`src/rtl/serial_rx_fifo.sv`:
```
// Receive-side byte FIFO behind the UART receiver.
// First-word-fall-through head register, overrun flag, framing-error counter.
module serial_rx_fifo #(
  parameter int Depth        = 16,
  parameter int AlmostFullAt = 12
) (
  input  logic                       iClock,
  input  logic                       iReset_n,
  input  logic [7:0]                 iData,
  input  logic                       iReceived,
  input  logic                       iError,
  output logic [7:0]                 oData,
  output logic                       oValid,
  input  logic                       iReady,
  output logic [$clog2(Depth):0]     oCount,
  output logic                       oAlmostFull,
  output logic                       oOverrun,
  output logic [7:0]                 oErrorCount,
  input  logic                       iClearFlags
);

  localparam int PtrW = $clog2(Depth);
  localparam int CntW = PtrW + 1;

  logic [7:0]      mem [Depth];
  logic [PtrW-1:0] wrPtr;
  logic [PtrW-1:0] rdPtr;
  logic [PtrW-1:0] rdNext;
  logic [CntW-1:0] count;
  logic [7:0]      headQ;
  logic            full;
  logic            empty;
  logic            push;
  logic            pop;
  logic            drop;

  assign full   = (count == CntW'(Depth));
  assign empty  = (count == '0);
  assign pop    = ~empty & iReady;
  assign push   = iReceived & (~full | pop);
  assign drop   = iReceived & full & ~pop;
  assign rdNext = rdPtr + PtrW'(1);

  assign oData       = headQ;
  assign oValid      = ~empty;
  assign oCount      = count;
  assign oAlmostFull = (count >= CntW'(AlmostFullAt));

  // Storage array; the slot being written is never the next head read.
  always_ff @(posedge iClock) begin
    if (push) begin
      mem[wrPtr] <= iData;
    end
  end

  // Write pointer advances on every accepted byte.
  always_ff @(posedge iClock or negedge iReset_n) begin
    if (!iReset_n) begin
      wrPtr <= '0;
    end else if (push) begin
      wrPtr <= wrPtr + PtrW'(1);
    end
  end

  // Read pointer advances on every consumer pop.
  always_ff @(posedge iClock or negedge iReset_n) begin
    if (!iReset_n) begin
      rdPtr <= '0;
    end else if (pop) begin
      rdPtr <= rdNext;
    end
  end

  // Occupancy: +1 push only, -1 pop only, else hold.
  always_ff @(posedge iClock or negedge iReset_n) begin
    if (!iReset_n) begin
      count <= '0;
    end else if (push && !pop) begin
      count <= count + CntW'(1);
    end else if (pop && !push) begin
      count <= count - CntW'(1);
    end
  end

  // Head register: loads on empty->non-empty or on a pop exposing a new head.
  always_ff @(posedge iClock or negedge iReset_n) begin
    if (!iReset_n) begin
      headQ <= 8'h00;
    end else if (empty) begin
      if (push) begin
        headQ <= iData;
      end
    end else if (pop) begin
      if (count > CntW'(1)) begin
        headQ <= mem[rdNext];
      end else if (push) begin
        headQ <= iData;
      end
    end
  end

  // Sticky overrun; a new drop beats a same-cycle clear.
  always_ff @(posedge iClock or negedge iReset_n) begin
    if (!iReset_n) begin
      oOverrun <= 1'b0;
    end else if (drop) begin
      oOverrun <= 1'b1;
    end else if (iClearFlags) begin
      oOverrun <= 1'b0;
    end
  end

  // Saturating framing-error counter; a new error beats a same-cycle clear.
  always_ff @(posedge iClock or negedge iReset_n) begin
    if (!iReset_n) begin
      oErrorCount <= 8'h00;
    end else if (iError) begin
      if (iClearFlags) begin
        oErrorCount <= 8'h01;
      end else if (oErrorCount != 8'hFF) begin
        oErrorCount <= oErrorCount + 8'h01;
      end
    end else if (iClearFlags) begin
      oErrorCount <= 8'h00;
    end
  end

endmodule

```
`config.mk`:
```
export PLATFORM = sky130hd
export DESIGN_NAME = serial_rx_fifo
export DESIGN_NICKNAME = d
export VERILOG_FILES = /design/src/rtl/serial_rx_fifo.sv
export SDC_FILE = /design/constraint.sdc
export NUM_CORES = 1
export LEC_CHECK = 0
export BUFFER_PORTS_ARGS = -buffer_cell sky130_fd_sc_hd__buf_4
export CAP_MARGIN = 20
export CORE_ASPECT_RATIO = 0.6
export CORE_MARGIN = 1
export CORE_UTILIZATION = 45
export CTS_CLUSTER_DIAMETER = 40
export CTS_CLUSTER_SIZE = 28
export DETAILED_ROUTE_END_ITERATION = 6
export MAX_ROUTING_LAYER = met4
export PLACE_DENSITY = 0.6
export SLEW_MARGIN = 20
export SYNTH_ARGS = -nofsm -noshare
export SYNTH_HDL_FRONTEND = slang
export SYNTH_SLANG_ARGS = --single-unit
```
`constraint.sdc`:
```
create_clock -name iClock -period 2.47 [get_ports iClock]
set_input_delay 0.247 -clock iClock [delete_from_list [all_inputs] [get_ports iClock]]
set_output_delay 0.247 -clock iClock [all_outputs]
set_load 0.02 [all_outputs]
```
==> results list <==
- CP Launch Type: register
- After detailed routing, the number of remaining DRC violations is 0.
* Unrepaired setup endpoints after global routing: false
- Fraction of layout cells with a size suffix above 1: 0.277
* Layout net count: 460
* Status: finished clean
- After synthesis, the largest family of logic cells by area is multiplexers.
* Number of post-CTS setup repair buffers: 0
- Compared with the post-synthesis result, the final layout area differs by 17.8%.
* Number of antenna violations at the first check in global routing: 1
- Actual transition at the worst max-transition pin: 0.824 ns
* Grt total ovfl: 0
- Setup violations remaining at the end of the flow were counted as 0.
- Detail Placement HPWL: 9750 microns
- Max capacitance violation total: 0
* H-Tree Depth: 4
- During synthesis, Yosys emitted a total of 0 warnings.
* Classification of the worst setup path: reg -> reg
* Largest net degree at the start of global routing: 34
- VDD IR-drop max: 0.656 mV
- Pins Over Slew Limit: 0
- The die covers 15200 sq um.
- In the synthesized netlist the dominant register cell turns out to be sky130_fd_sc_hd__edfxtp_1.
- Core Region: 14000 sq um
- FP Rows: 33
- Via Count: 3671
* Clock latency on the worst-skew pair: 0.42 ns
* Worst EP arrival: 2.63 ns
- Derived from the worst setup path, the maximum achievable clock frequency is 437 MHz.
* Proportion of synthesized chip area in sequential cells: 0.695
- Of the total synthesized cell area, the portion taken by XOR and XNOR cells is 0.0212.
* Total wire length after detailed routing: 14900 microns
- Total inserted antenna cells: 0
* CP Data Required Time: 2.81 ns
* Proportion of register bits with asynchronous set or reset after synthesis: 0.190
* Portion of netlist area occupied by mux cells: 0.114
- After clock tree synthesis, the clock-pin slew on the worst setup and hold paths is 0.07 ns.
* Final total negative setup slack: 0 ns
- In this run the cell area of the synthesized design comes to 6610 sq um.
* Hold/Removal Path Class: in -> reg
- The clock arrives with 0.00836 ns of skew.
- Clock tree synthesis inserted a total of 17 buffers.
* Area taken by multi-input logic gates: 1910 sq um
- Post-Synth Adder-Cell Area: 0.0208
* Met3 Wirelength: 1120 microns
- Area share of and/or/nand/nor cells after synthesis: 0.0717
- Static power due to leakage: 2.78 nW
- Wire length of the first global-routing pass: 22200 microns
- For this design the top-level I/O count stands at 38.
- Clk root buf: sky130_fd_sc_hd__clkbuf_16
* Clock tree sinks: 158
- Along the worst path, the maximum fanout reaches 7.
- Synthesis handed over a netlist of 380 instances.
* Net Count, Synth: 405
- Count of fill cells added during filler insertion: 1107
* Chip width: 158 microns
- Aggregate global-route resource usage: 0.220
- Number of register bits inferred by synthesis: 158
- Flip-flop and latch area: 4600 sq um
- The share of the synthesized area in compound gates (AO/OA/AOI/OAI) came to 0.0588.
* Violation count after the first detailed-routing iteration: 333
- Total count of hold-check failures in the final report: 0
- In the routed layout, each cell is associated on average with a via count of 5.74.
- For this run, the share of the core covered by cells in the final layout is 0.557.
- TritonCTS built the clock tree.
- After detailed routing, the wire length on met1 is 7480 microns.
- Measured along the y axis, the die boundary spans 95.9 microns.
- Headroom to the max-slew limit came out at 0.447.
- Of the available clock period, the critical path in the final layout requires 0.927.
* Number of port buffers: 37
- The clock passes through at most 2 buffers.
* Post-synthesis area per instance: 17.4 sq um
- Post-synth EDFFs: 128
- Highest routed metal layer: met4
* Routed wirelength normalized by instance count: 23.4 microns
- Routed met2 length: 6280 microns
- The congestion estimate from routability-driven global placement came to 0.806.
- Starting Density: 0.472
- Unique masters post-synth: 51
* Antenna-violating nets left: 0
* Pwr/cell area: 1250 nW/um^2
- Minimum period implied by the final worst setup slack: 2.29 ns
* Number of iterations in the first detailed-routing pass: 5
- Endpoint kind of the worst setup timing path: register
* Number of global-route vias before repair: 3584
==> kinds of logic (layout without fill, tap and decap cells) <==
group                      Yosys count  in the layout
DFF                                158            158
and+or+nand+nor                     81             81
AOI/OAI and AO/OA                   56             56
muxes                               34             34
buffers and inverters               24             92
xor gates and xnor gates            16             16
adders and majority gates           11             11
==> power by group <==
part           total, W  leakage (nW)  internal, W  switching [W]
Combinational   0.00347         0.965      0.00155        0.00192
Clock           0.00267         0.294      0.00156        0.00110
Sequential      0.00361          1.52      0.00329       0.000325
==> registers in the layout, summed over array words and instances (netlist names) <==
register / cells
mem: 128
oData: 8
oErrorCount: 8
oCount: 5
rdPtr: 4
wrPtr: 4
oOverrun: 1
==> cell usage in the layout (no fill, tap or decap), drive strengths merged, types with 2 or more instances in the layout <==
cell type	instances
o211ai	2
buf	50
o21ai	5
nand3b	2
clkbuf	21
edfxtp	128
nand3	3
ha	11
a41oi	3
nand2	13
a21oi	19
nand4	4
nor3	3
nor2	13
nand2b	2
xnor2	7
nor3b	4
o22ai	9
inv	16
mux4	32
nor2b	10
clkinvlp	2
and2	8
and2b	7
and3	7
dfrtp	30
a31oi	9
xor2	9
==> final cells by class <==
cell class	count	share of cell area
well taps	192	0.0308
inverters	9	0.00434
clock buffers	21	0.0633
repair buffers	51	0.0527
clock inverters	11	0.0146
flip-flops and latches	158	0.590
multi-input cells	198	0.245
==> path summary, 6_finish.rpt <==
kind,start,end,slack (ns),depth (start not counted)
worst min register to register,oOverrun,oOverrun,0.53,2
worst max register to register,oCount[1],oCount[4],0.18,10
worst min-delay path,iClearFlags,oErrorCount[1],0.07,2
min in group asynchronous,iReset_n,rdPtr[3],0.32,2
worst max-delay path,oCount[1],oCount[4],0.18,10
max in group asynchronous,iReset_n,rdPtr[0],1.85,2
==> cell usage after synthesis (2+ instances only) <==
cell type	n	share of area
sky130_fd_sc_hd__nand2_1	13	0.0074
sky130_fd_sc_hd__nor2_1	13	0.0074
sky130_fd_sc_hd__o211ai_1	2	0.0023
sky130_fd_sc_hd__xnor2_1	7	0.0093
sky130_fd_sc_hd__a31oi_1	9	0.0085
sky130_fd_sc_hd__mux4_1	3	0.012
sky130_fd_sc_hd__and2b_1	7	0.0079
sky130_fd_sc_hd__nand2b_1	2	0.0019
sky130_fd_sc_hd__clkbuf_1	6	0.0034
sky130_fd_sc_hd__nand3_1	3	0.0023
sky130_fd_sc_hd__buf_4	2	0.0023
sky130_fd_sc_hd__buf_6	3	0.0051
sky130_fd_sc_hd__o22ai_1	9	0.0085
sky130_fd_sc_hd__ha_1	11	0.021
sky130_fd_sc_hd__buf_2	3	0.0023
sky130_fd_sc_hd__and2_1	8	0.0076
sky130_fd_sc_hd__dfrtp_1	30	0.11
sky130_fd_sc_hd__a41oi_1	2	0.0026
sky130_fd_sc_hd__o21ai_0	3	0.0023
sky130_fd_sc_hd__o21ai_1	2	0.0015
sky130_fd_sc_hd__a21oi_1	19	0.014
sky130_fd_sc_hd__nor2b_1	10	0.0095
sky130_fd_sc_hd__nand3b_1	2	0.0023
sky130_fd_sc_hd__nor3b_1	4	0.0045
sky130_fd_sc_hd__nor3_1	2	0.0015
sky130_fd_sc_hd__edfxtp_1	128	0.58
sky130_fd_sc_hd__mux4_2	29	0.099
sky130_fd_sc_hd__xor2_1	9	0.012
sky130_fd_sc_hd__nand4_1	4	0.0038
sky130_fd_sc_hd__inv_1	8	0.0045
sky130_fd_sc_hd__and3_1	7	0.0066
==> worst max-delay path: stages, from the launching register on <==
cell and delay [ns]:
sky130_fd_sc_hd__dfrtp_1 0.44, sky130_fd_sc_hd__inv_1 0.13, sky130_fd_sc_hd__ha_2 0.22, sky130_fd_sc_hd__nand2_1 0.11, sky130_fd_sc_hd__o41ai_4 0.28, sky130_fd_sc_hd__inv_2 0.13
sky130_fd_sc_hd__ha_2 0.26, sky130_fd_sc_hd__nor4b_2 0.28, sky130_fd_sc_hd__a41oi_1 0.06, sky130_fd_sc_hd__nor2_1 0.15, sky130_fd_sc_hd__xor2_1 0.16
==> metrics by stage <==
| step | power, W | instances | hold WS, ns | cell area (sq um) | setup slack (ns) |
|---|---|---|---|---|---|
| 2_1_floorplan | 0.00586 | 380 | -0.0486 | 6610 | 0.0368 |
| 3_3_place_gp | 0.00702 | 607 | 0.208 | 7160 | 0.201 |
| 3_5_place_dp | 0.00710 | 607 | 0.213 | 7160 | 0.101 |
| 4_1_cts | 0.00977 | 640 | 0.0627 | 7780 | 0.0425 |
| 5_1_grt | 0.0102 | 640 | 0.0721 | 7790 | 0.0317 |
| 6_report | 0.00974 | 640 | 0.0738 | 7790 | 0.179 |
==> layer usage <==
layer	up-vias	GRT usage
met2	129	0.283
met3	5	0.0567
met5	-	-
met4	0	0.0497
met1	1917	0.343
li1	1620	-
==> timing repair <==
action                                 CTS  global route
setup endpoints to repair                0             1
hold buffers                             1             0
endpoints found under the hold margin   30             0
resized for setup                        0             3
Power figures use the tool's default switching activity.
